## config.mk

```make
export PLATFORM = sky130hd
export DESIGN_NAME = iob_pfsm_input_cond
export DESIGN_NICKNAME = d
export VERILOG_FILES = /design/src/rtl/iob_pfsm_input_cond.sv
export SDC_FILE = /design/constraint.sdc
export NUM_CORES = 1
export LEC_CHECK = 0
export CAP_MARGIN = 20
export CORE_MARGIN = 4
export CORE_UTILIZATION = 51
export CTS_CLUSTER_SIZE = 30
export DETAILED_ROUTE_END_ITERATION = 6
export HOLD_SLACK_MARGIN = 0.06
export PLACE_DENSITY = 0.79
export SYNTH_ARGS = -nofsm -noshare
export SYNTH_HDL_FRONTEND = slang
export SYNTH_SLANG_ARGS = --single-unit
export TNS_END_PERCENT = 100
```

## constraint.sdc

```tcl
create_clock -name clk_i -period 4.5 [get_ports clk_i]
set_input_delay 1.35 -clock clk_i [delete_from_list [all_inputs] [get_ports clk_i]]
set_output_delay 1.35 -clock clk_i [all_outputs]
set_load 0.01 [all_outputs]
```

## src/rtl/iob_pfsm_input_cond.sv

```systemverilog
// Input conditioner for the PFSM core: synchronises asynchronous pins, applies
// per-bit polarity inversion, debounces each bit and emits registered rise/fall
// strobes plus an aggregate change strobe. All outputs come straight from flops.
module iob_pfsm_input_cond #(
  parameter int unsigned INPUT_W     = 4,
  parameter int unsigned DEBOUNCE_W  = 8,
  parameter int unsigned SYNC_STAGES = 2
) (
  input  logic                  clk_i,
  input  logic                  rst_i,
  input  logic [DEBOUNCE_W-1:0] cfg_debounce_i,
  input  logic [INPUT_W-1:0]    cfg_invert_i,
  input  logic [INPUT_W-1:0]    pins_i,
  output logic [INPUT_W-1:0]    input_ports_o,
  output logic [INPUT_W-1:0]    rise_o,
  output logic [INPUT_W-1:0]    fall_o,
  output logic                  change_o
);

  logic [SYNC_STAGES-1:0][INPUT_W-1:0] sync_q;
  logic [INPUT_W-1:0]                  raw;
  logic [DEBOUNCE_W-1:0]               thresh;
  logic [INPUT_W-1:0][DEBOUNCE_W-1:0]  cnt_q, cnt_d;
  logic [INPUT_W-1:0]                  stable_q, stable_d;
  logic [INPUT_W-1:0]                  rise_q, rise_d;
  logic [INPUT_W-1:0]                  fall_q, fall_d;
  logic                                change_q, change_d;

  // Synchroniser chain: stage 0 samples the asynchronous pins.
  always_ff @(posedge clk_i) begin
    if (rst_i) begin
      sync_q <= '0;
    end else begin
      sync_q[0] <= pins_i;
      for (int s = 1; s < SYNC_STAGES; s++) begin
        sync_q[s] <= sync_q[s-1];
      end
    end
  end

  // Polarity is applied after the synchroniser so an invert change debounces like a pin edge.
  assign raw = sync_q[SYNC_STAGES-1] ^ cfg_invert_i;

  // Terminal count is N-1; debounce values 0 and 1 both mean a single cycle.
  assign thresh = (cfg_debounce_i < DEBOUNCE_W'(2)) ? '0 : cfg_debounce_i - DEBOUNCE_W'(1);

  // Per-bit debounce next state; >= compare absorbs a mid-count shrink of N.
  always_comb begin
    cnt_d    = '0;
    stable_d = stable_q;
    for (int i = 0; i < INPUT_W; i++) begin
      if (raw[i] != stable_q[i]) begin
        if (cnt_q[i] >= thresh) begin
          stable_d[i] = raw[i];
        end else begin
          cnt_d[i] = cnt_q[i] + DEBOUNCE_W'(1);
        end
      end
    end
  end

  // Edge strobes are computed from the stable update so they align with the new level.
  always_comb begin
    rise_d   = stable_d & ~stable_q;
    fall_d   = ~stable_d & stable_q;
    change_d = |(rise_d | fall_d);
  end

  // Debounce state and registered strobes.
  always_ff @(posedge clk_i) begin
    if (rst_i) begin
      cnt_q    <= '0;
      stable_q <= '0;
      rise_q   <= '0;
      fall_q   <= '0;
      change_q <= 1'b0;
    end else begin
      cnt_q    <= cnt_d;
      stable_q <= stable_d;
      rise_q   <= rise_d;
      fall_q   <= fall_d;
      change_q <= change_d;
    end
  end

  assign input_ports_o = stable_q;
  assign rise_o        = rise_q;
  assign fall_o        = fall_q;
  assign change_o      = change_q;

endmodule

```

==> metrics.cfg, run 1 <==
[run_status]
status=finished clean

[yosys]
syn_inst=300
synth-edff-count=0
syn-cell-area_um2=2840
synth_nets=363
yosysMostFrequentCell=dfxtp_1
yosys.area.top_type=dfxtp_1
synth-seq-area-share=0.374
synth.ff_latch_count=53
ys_warn_count=0
synthTopCellsByCount=dfxtp_1, ha_1, nor2_1
post-synth-top-area-fraction=0.374
ys_async_sr_fraction=0
syn_avg_cell_area_um2=9.46
synth.distinct_cells=34
synth.area.top_cells=dfxtp_1, ha_1, xor2_1
synthFlopType=dfxtp_1

[floorplan]
core_um2=5240
die_y_um=82.6
dieArea_um2=6820
num_rows=26
pin_count=31
initial_core_util=0.542
dieWidth_um=82.6

[sta]
skew_ps=9.56
tightest_slew_ps=832
finalSetupViolCount=0
finalMaxSlewViolations=0
fmax_mhz=224
fin_crit_sh=0.991
setup_tns_ps=0
hold_viol=0
fin_crit_ps=4460
timing.slew.headroom=0.443

[detailed_routing]
viasPerCell=5.19
drc_errors=0
wl_per_cell_um=13.5
wirelength_um=5950
drt_pass1_iterations=4
drtIter0Drc=87
vias=2295
detail-route-antenna-nets=0

[setup_path]
start_kind=input port
critical_path_class=in -> reg
crit_path_end_kind=register
cp.arrival_ps=4640
required_ps=4680
crit_fanout=3

[clock_tree]
clkLatencyLatePin_ps=310
clkTransAtPathRegs_ps=100
clock_sinks=53
ctsHtreeMaxLevel=2
cts_made_buffers=5
ctsHoldBuffers=0
clk_path_buf_depth=2
cts_tree=yes
root_buffer=clkbuf_8

[finish]
nFillCells=387
fin_nets=434
multiInputGateArea_um2=1790
area_delta_synth_final_pct=29.0
diodes=0
seq_area_um2=1060
final_util=0.699
layout-drive-gt1-share=0.167

[flow_run]
maxCapViolations=0

[global_routing]
track_usage=0.188
grt_overflow=0
grt_pass1_vias=2290
grt_antenna_before_repair=0
grt_start_max_net_pins=26
grt_pass1_wl_um=9930

[placement]
io_buffers=30
hpwl_um=4590
gp_congestion=0.847

[pwr]
peakVddDrop_mv=0.218
power_density_nw_per_um2=259
leakage_uw=0.00167

[min_path]
holdCritPathClass=reg -> reg

## state kept, by name (all words and copies together) (netlist names)
signal and flops:
cnt_q 32, sync_q 8, rise_o 4, input_ports_o 4, fall_o 4, change_o 1
## timing repair
action | CTS | global route
resized for setup | 6 | 19
setup buffers | 3 | 3
endpoints found under the setup margin | 9 | 6
pin swaps | 2 | 8
cloned | 0 | 0
## worst paths after layout
check,startpoint,endpoint,slack (ps),cells after the start
worst min-delay path,sync_q[3],sync_q[7],450,1
worst max-delay path,cfg_debounce_i[5],fall_o[1],40,15
worst min register to register,sync_q[3],sync_q[7],450,1
worst max register to register,cnt_q[0],change_o,2140,9
## stage by stage
stage	std cells	setup WS (ps)	hold WS (ps)	instance area [µm²]	power, µW
after detailed placement	428	-551	424	3450	625
final	442	42.3	449	3660	948
after CTS	439	31.1	448	3590	947
after global routing	442	-19.6	466	3660	987
after floorplan	300	28.4	414	2840	564
after global placement	428	-398	415	3450	619
## worst max-delay path, cell delays in order
cell and delay [ps]:
clkdlybuf4s50_1 480, or3_4 420, or3_4 410, buf_4 160
nand2b_4 80, buf_4 110, ha_1 220, a2111o_1 450
a31oi_4 170, mux2i_1 120, buf_4 150, buf_4 120
buf_4 130, ha_1 160, nor2b_1 120
## layer usage
| metal | GRT usage | vias up | part of all wire |
|---|---|---|---|
| met1 | 0.240 | 1054 | 0.47 |
| met4 | 0.0637 | 0 | 0.014 |
| met3 | 0.0445 | 9 | 0.053 |
| met2 | 0.310 | 58 | 0.46 |
| met5 | 0 | - | 0 |
| li1 | - | 1174 | - |
## logic make-up (layout without fill, tap and decap cells)
kind of cell,count (synthesis),count (layout),synth area share
simple gates,116,116,0.203
flops,53,53,0.374
fa+ha+maj,45,45,0.198
xor+xnor,37,37,0.114
compound gates,32,32,0.0807
buf+inv,15,87,0.0225
mux,2,2,0.00705
## power breakdown
part / switching (µW) / total, µW / internal (µW)
Clock: 158 / 325 / 167
Combinational: 64.0 / 136 / 71.7
Sequential: 8.26 / 487 / 479
## cells in the final DEF (no fill, tap or decap), drive strengths merged
cell            n
dfxtp          53
ha             45
nor2           38
buf            37
clkdlybuf4s50  27
xor2           23
nor2b          20
nand3          17
xnor2          14
and3           13
nand2          13
inv            12
clkbuf          9
a21oi           8
a21o            4
or3             4
nand2b          4
a31oi           3
and2            3
o21a            2
mux2i           2
o211a           2
nor3            2
a211oi          2
o311ai          2
a221oi          2
o21ai           2
nand4           1
a2111oi         1
o31a            1
o31ai           1
a2111o          1
or2             1
a41oi           1
bufinv          1
clkinv          1
## area by class of cell
cell class | count | share of cell area
clock inverters | 2 | 0.0106
inverters | 12 | 0.0123
well taps | 70 | 0.0239
repair buffers | 67 | 0.154
multi-input cells | 232 | 0.490
clock buffers | 6 | 0.0198
flip-flops and latches | 53 | 0.290
Note: power is estimated with default switching activity, not from simulation.
==> run 2, diff against run 1 <==
CAP_MARGIN = unset   (was 20)
CORE_UTILIZATION = 43   (was 51)
PLACE_DENSITY = 0.69   (was 0.79)
SKIP_LAST_GASP = 1   (was unset)
==> metrics.cfg, run 2 (synthesized netlist as in run 1, its figures left out) <==
[clock_tree]
clkTransAtPathRegs_ps=90  ; about the same
ctsHtreeMaxLevel=2  ; unchanged
ctsHoldBuffers=0  ; unchanged
clk_path_buf_depth=2  ; unchanged
clock_sinks=53  ; unchanged
cts_made_buffers=5  ; unchanged
cts_tree=yes
clkLatencyLatePin_ps=300  ; about the same
root_buffer=clkbuf_8

[placement]
hpwl_um=4490  ; -2.2%
dpl_cell_area_um2=3440  ; -0.18%
io_buffers=30  ; unchanged
dp.cells=433  ; +1.2%
gp_congestion=0.828  ; -2.2%

[pwr]
internal-power_uw=731  ; +1.9%
power_density_nw_per_um2=261  ; +0.65%
seq_power_share=0.510  ; -0.004
pwr-share-clk=0.348  ; +0.005
combPwrFrac=0.142  ; about the same
leakage_uw=0.00167  ; about the same
switchingPower_uw=224  ; -2.8%
p_sw_frac=0.234  ; -0.00845
peakVddDrop_mv=0.194  ; -11%

[global_routing]
grt_pass1_vias=2232  ; -2.5%
grt_pass1_wl_um=10200  ; +2.9%
grt_antenna_before_repair=0  ; unchanged
grt_start_max_net_pins=18  ; -31%
track_usage=0.164  ; -0.0234
grt_overflow=0  ; unchanged

[detailed_routing]
wirelength_um=6130  ; +3.0%
viasPerCell=5.12  ; -1.5%
top_layer=met4
drtIter0Drc=100  ; +15%
detail-route-antenna-nets=0  ; unchanged
met1_length_um=2940  ; +4.3%
met2_length_um=2780  ; +1.7%
wl_per_cell_um=13.7  ; +2.1%
drt_pass1_iterations=4  ; unchanged
met3_length_um=282  ; -10%
drc_errors=0  ; unchanged
vias=2282  ; -0.57%

[finish]
nFillCells=559  ; +44%
layout_common_cells=dfxtp_1, ha_1, nor2_1
area_delta_synth_final_pct=29.1
largest_reg_flops=32  ; unchanged
regMostFlops=cnt_q
reg_top3=cnt_q x32, sync_q x8
fin_nets=431  ; -0.69%
final_common_cell=dfxtp_1
final_area_um2=3660  ; +0.10%
layout-drive-gt1-share=0.165  ; -0.00136
final_util=0.574  ; -0.125
stdcell_count=446  ; +0.90%
diodes=0  ; unchanged

[sta]
skew_ps=6.59  ; -2.97 ps
hold_viol=0  ; unchanged
fmax_mhz=226  ; +0.92%
timing.slew.headroom=0.590  ; +0.146
finalMaxSlewViolations=0  ; unchanged
finalSetupViolCount=0  ; unchanged
fin_crit_sh=0.982  ; -0.00900
setup_tns_ps=0  ; unchanged
tightest_slew_ps=614  ; -219 ps
fin_crit_ps=4420  ; -40.5 ps

[setup_path]
slowest_stage=clkdlybuf4s50_1
max_stage_delay_ps=490  ; about the same
cp.arrival_ps=4580  ; -60 ps
crit_family=simple AND/OR/NAND/NOR gates
required_ps=4660  ; -20 ps
cp_num_buf_inv=2  ; -4
worstPathCellList=clkdlybuf4s50_1 > or3_4 > or3_4 > and2_4 > ha_1 > nand2b_1 > a2111oi_2 > o31a_1 > mux2i_2 > inv_1 > ha_1 > a41oi_2
crit_path_end_kind=register
crit_fanout=4  ; +1
critical_path_class=in -> reg
start_kind=input port

[min_path]
holdCritPathClass=reg -> reg

[run_status]
status=finished clean

[floorplan]
num_rows=29  ; +12%
die_y_um=89.2  ; +8.0%
initial_core_util=0.444  ; -0.0974
dieWidth_um=89.2  ; +8.0%
dieArea_um2=7960  ; +17%
pin_count=31  ; unchanged
core_um2=6390  ; +22%

[flow_run]
maxCapViolations=0  ; unchanged

==> run 2: layout make-up <==
class | count | area (µm²) | share of cell area
clock buffer | 7 | 86.3 | 0.0236
clock inverter | 1 | 30.0 | 0.00819
inverter | 12 | 45.0 | 0.0123
multi-input combinational | 232 | 1800 | 0.491
sequential | 53 | 1060 | 0.290
tap | 77 | 96.3 | 0.0263
timing repair buffer | 64 | 548 | 0.150
==> run 2: path summary, 6_finish.rpt <==
kind | slack [ps] | cells after the start | endpoint | startpoint
worst min-delay path | 440 | 1 | sync_q[4] | sync_q[0]
worst min register to register | 440 | 1 | sync_q[4] | sync_q[0]
worst max-delay path | 80 | 12 | change_o | cfg_debounce_i[6]
worst max register to register | 2070 | 9 | change_o | cnt_q[0]
==> run 2: per-layer routing <==
metal  GRT usage  vias up
met5           0        -
met4      0.0541        0
met3      0.0387       12
met2       0.259       47
met1       0.222     1061
li1            -     1162
==> run 2: power groups by stage <==
stage | clock, µW | sequential [µW] | combinational (µW)
floorplan | 0 | 497 | 66.9
global placement | 0 | 498 | 122
detailed placement | 0 | 498 | 125
CTS | 347 | 487 | 131
global route | 365 | 489 | 153
finish | 332 | 487 | 136
==> run 2: repair_timing <==
item | 4_1_cts | 5_1_grt
setup endpoints to repair | 9 | 9
resized for setup | 11 | 15
buffers inserted | 4 | 1
pin swaps | 8 | 13
==> run 2: per-stage QoR <==
stage	setup WS [ps]	hold WS, ps	total power [µW]
CTS	1.74	448	966
global placement	-460	419	620
finish	82.8	441	955
floorplan	28.4	414	564
global route	-18.6	462	1010
detailed placement	-575	426	624
==> run 2: worst register-to-register path: stages (launching register included) <==
cell	delay [ps]
dfxtp_1	430
inv_1	70
ha_1	300
nand2b_1	170
a2111oi_2	340
o31a_1	250
mux2i_2	260
inv_1	60
ha_1	300
a41oi_2	110
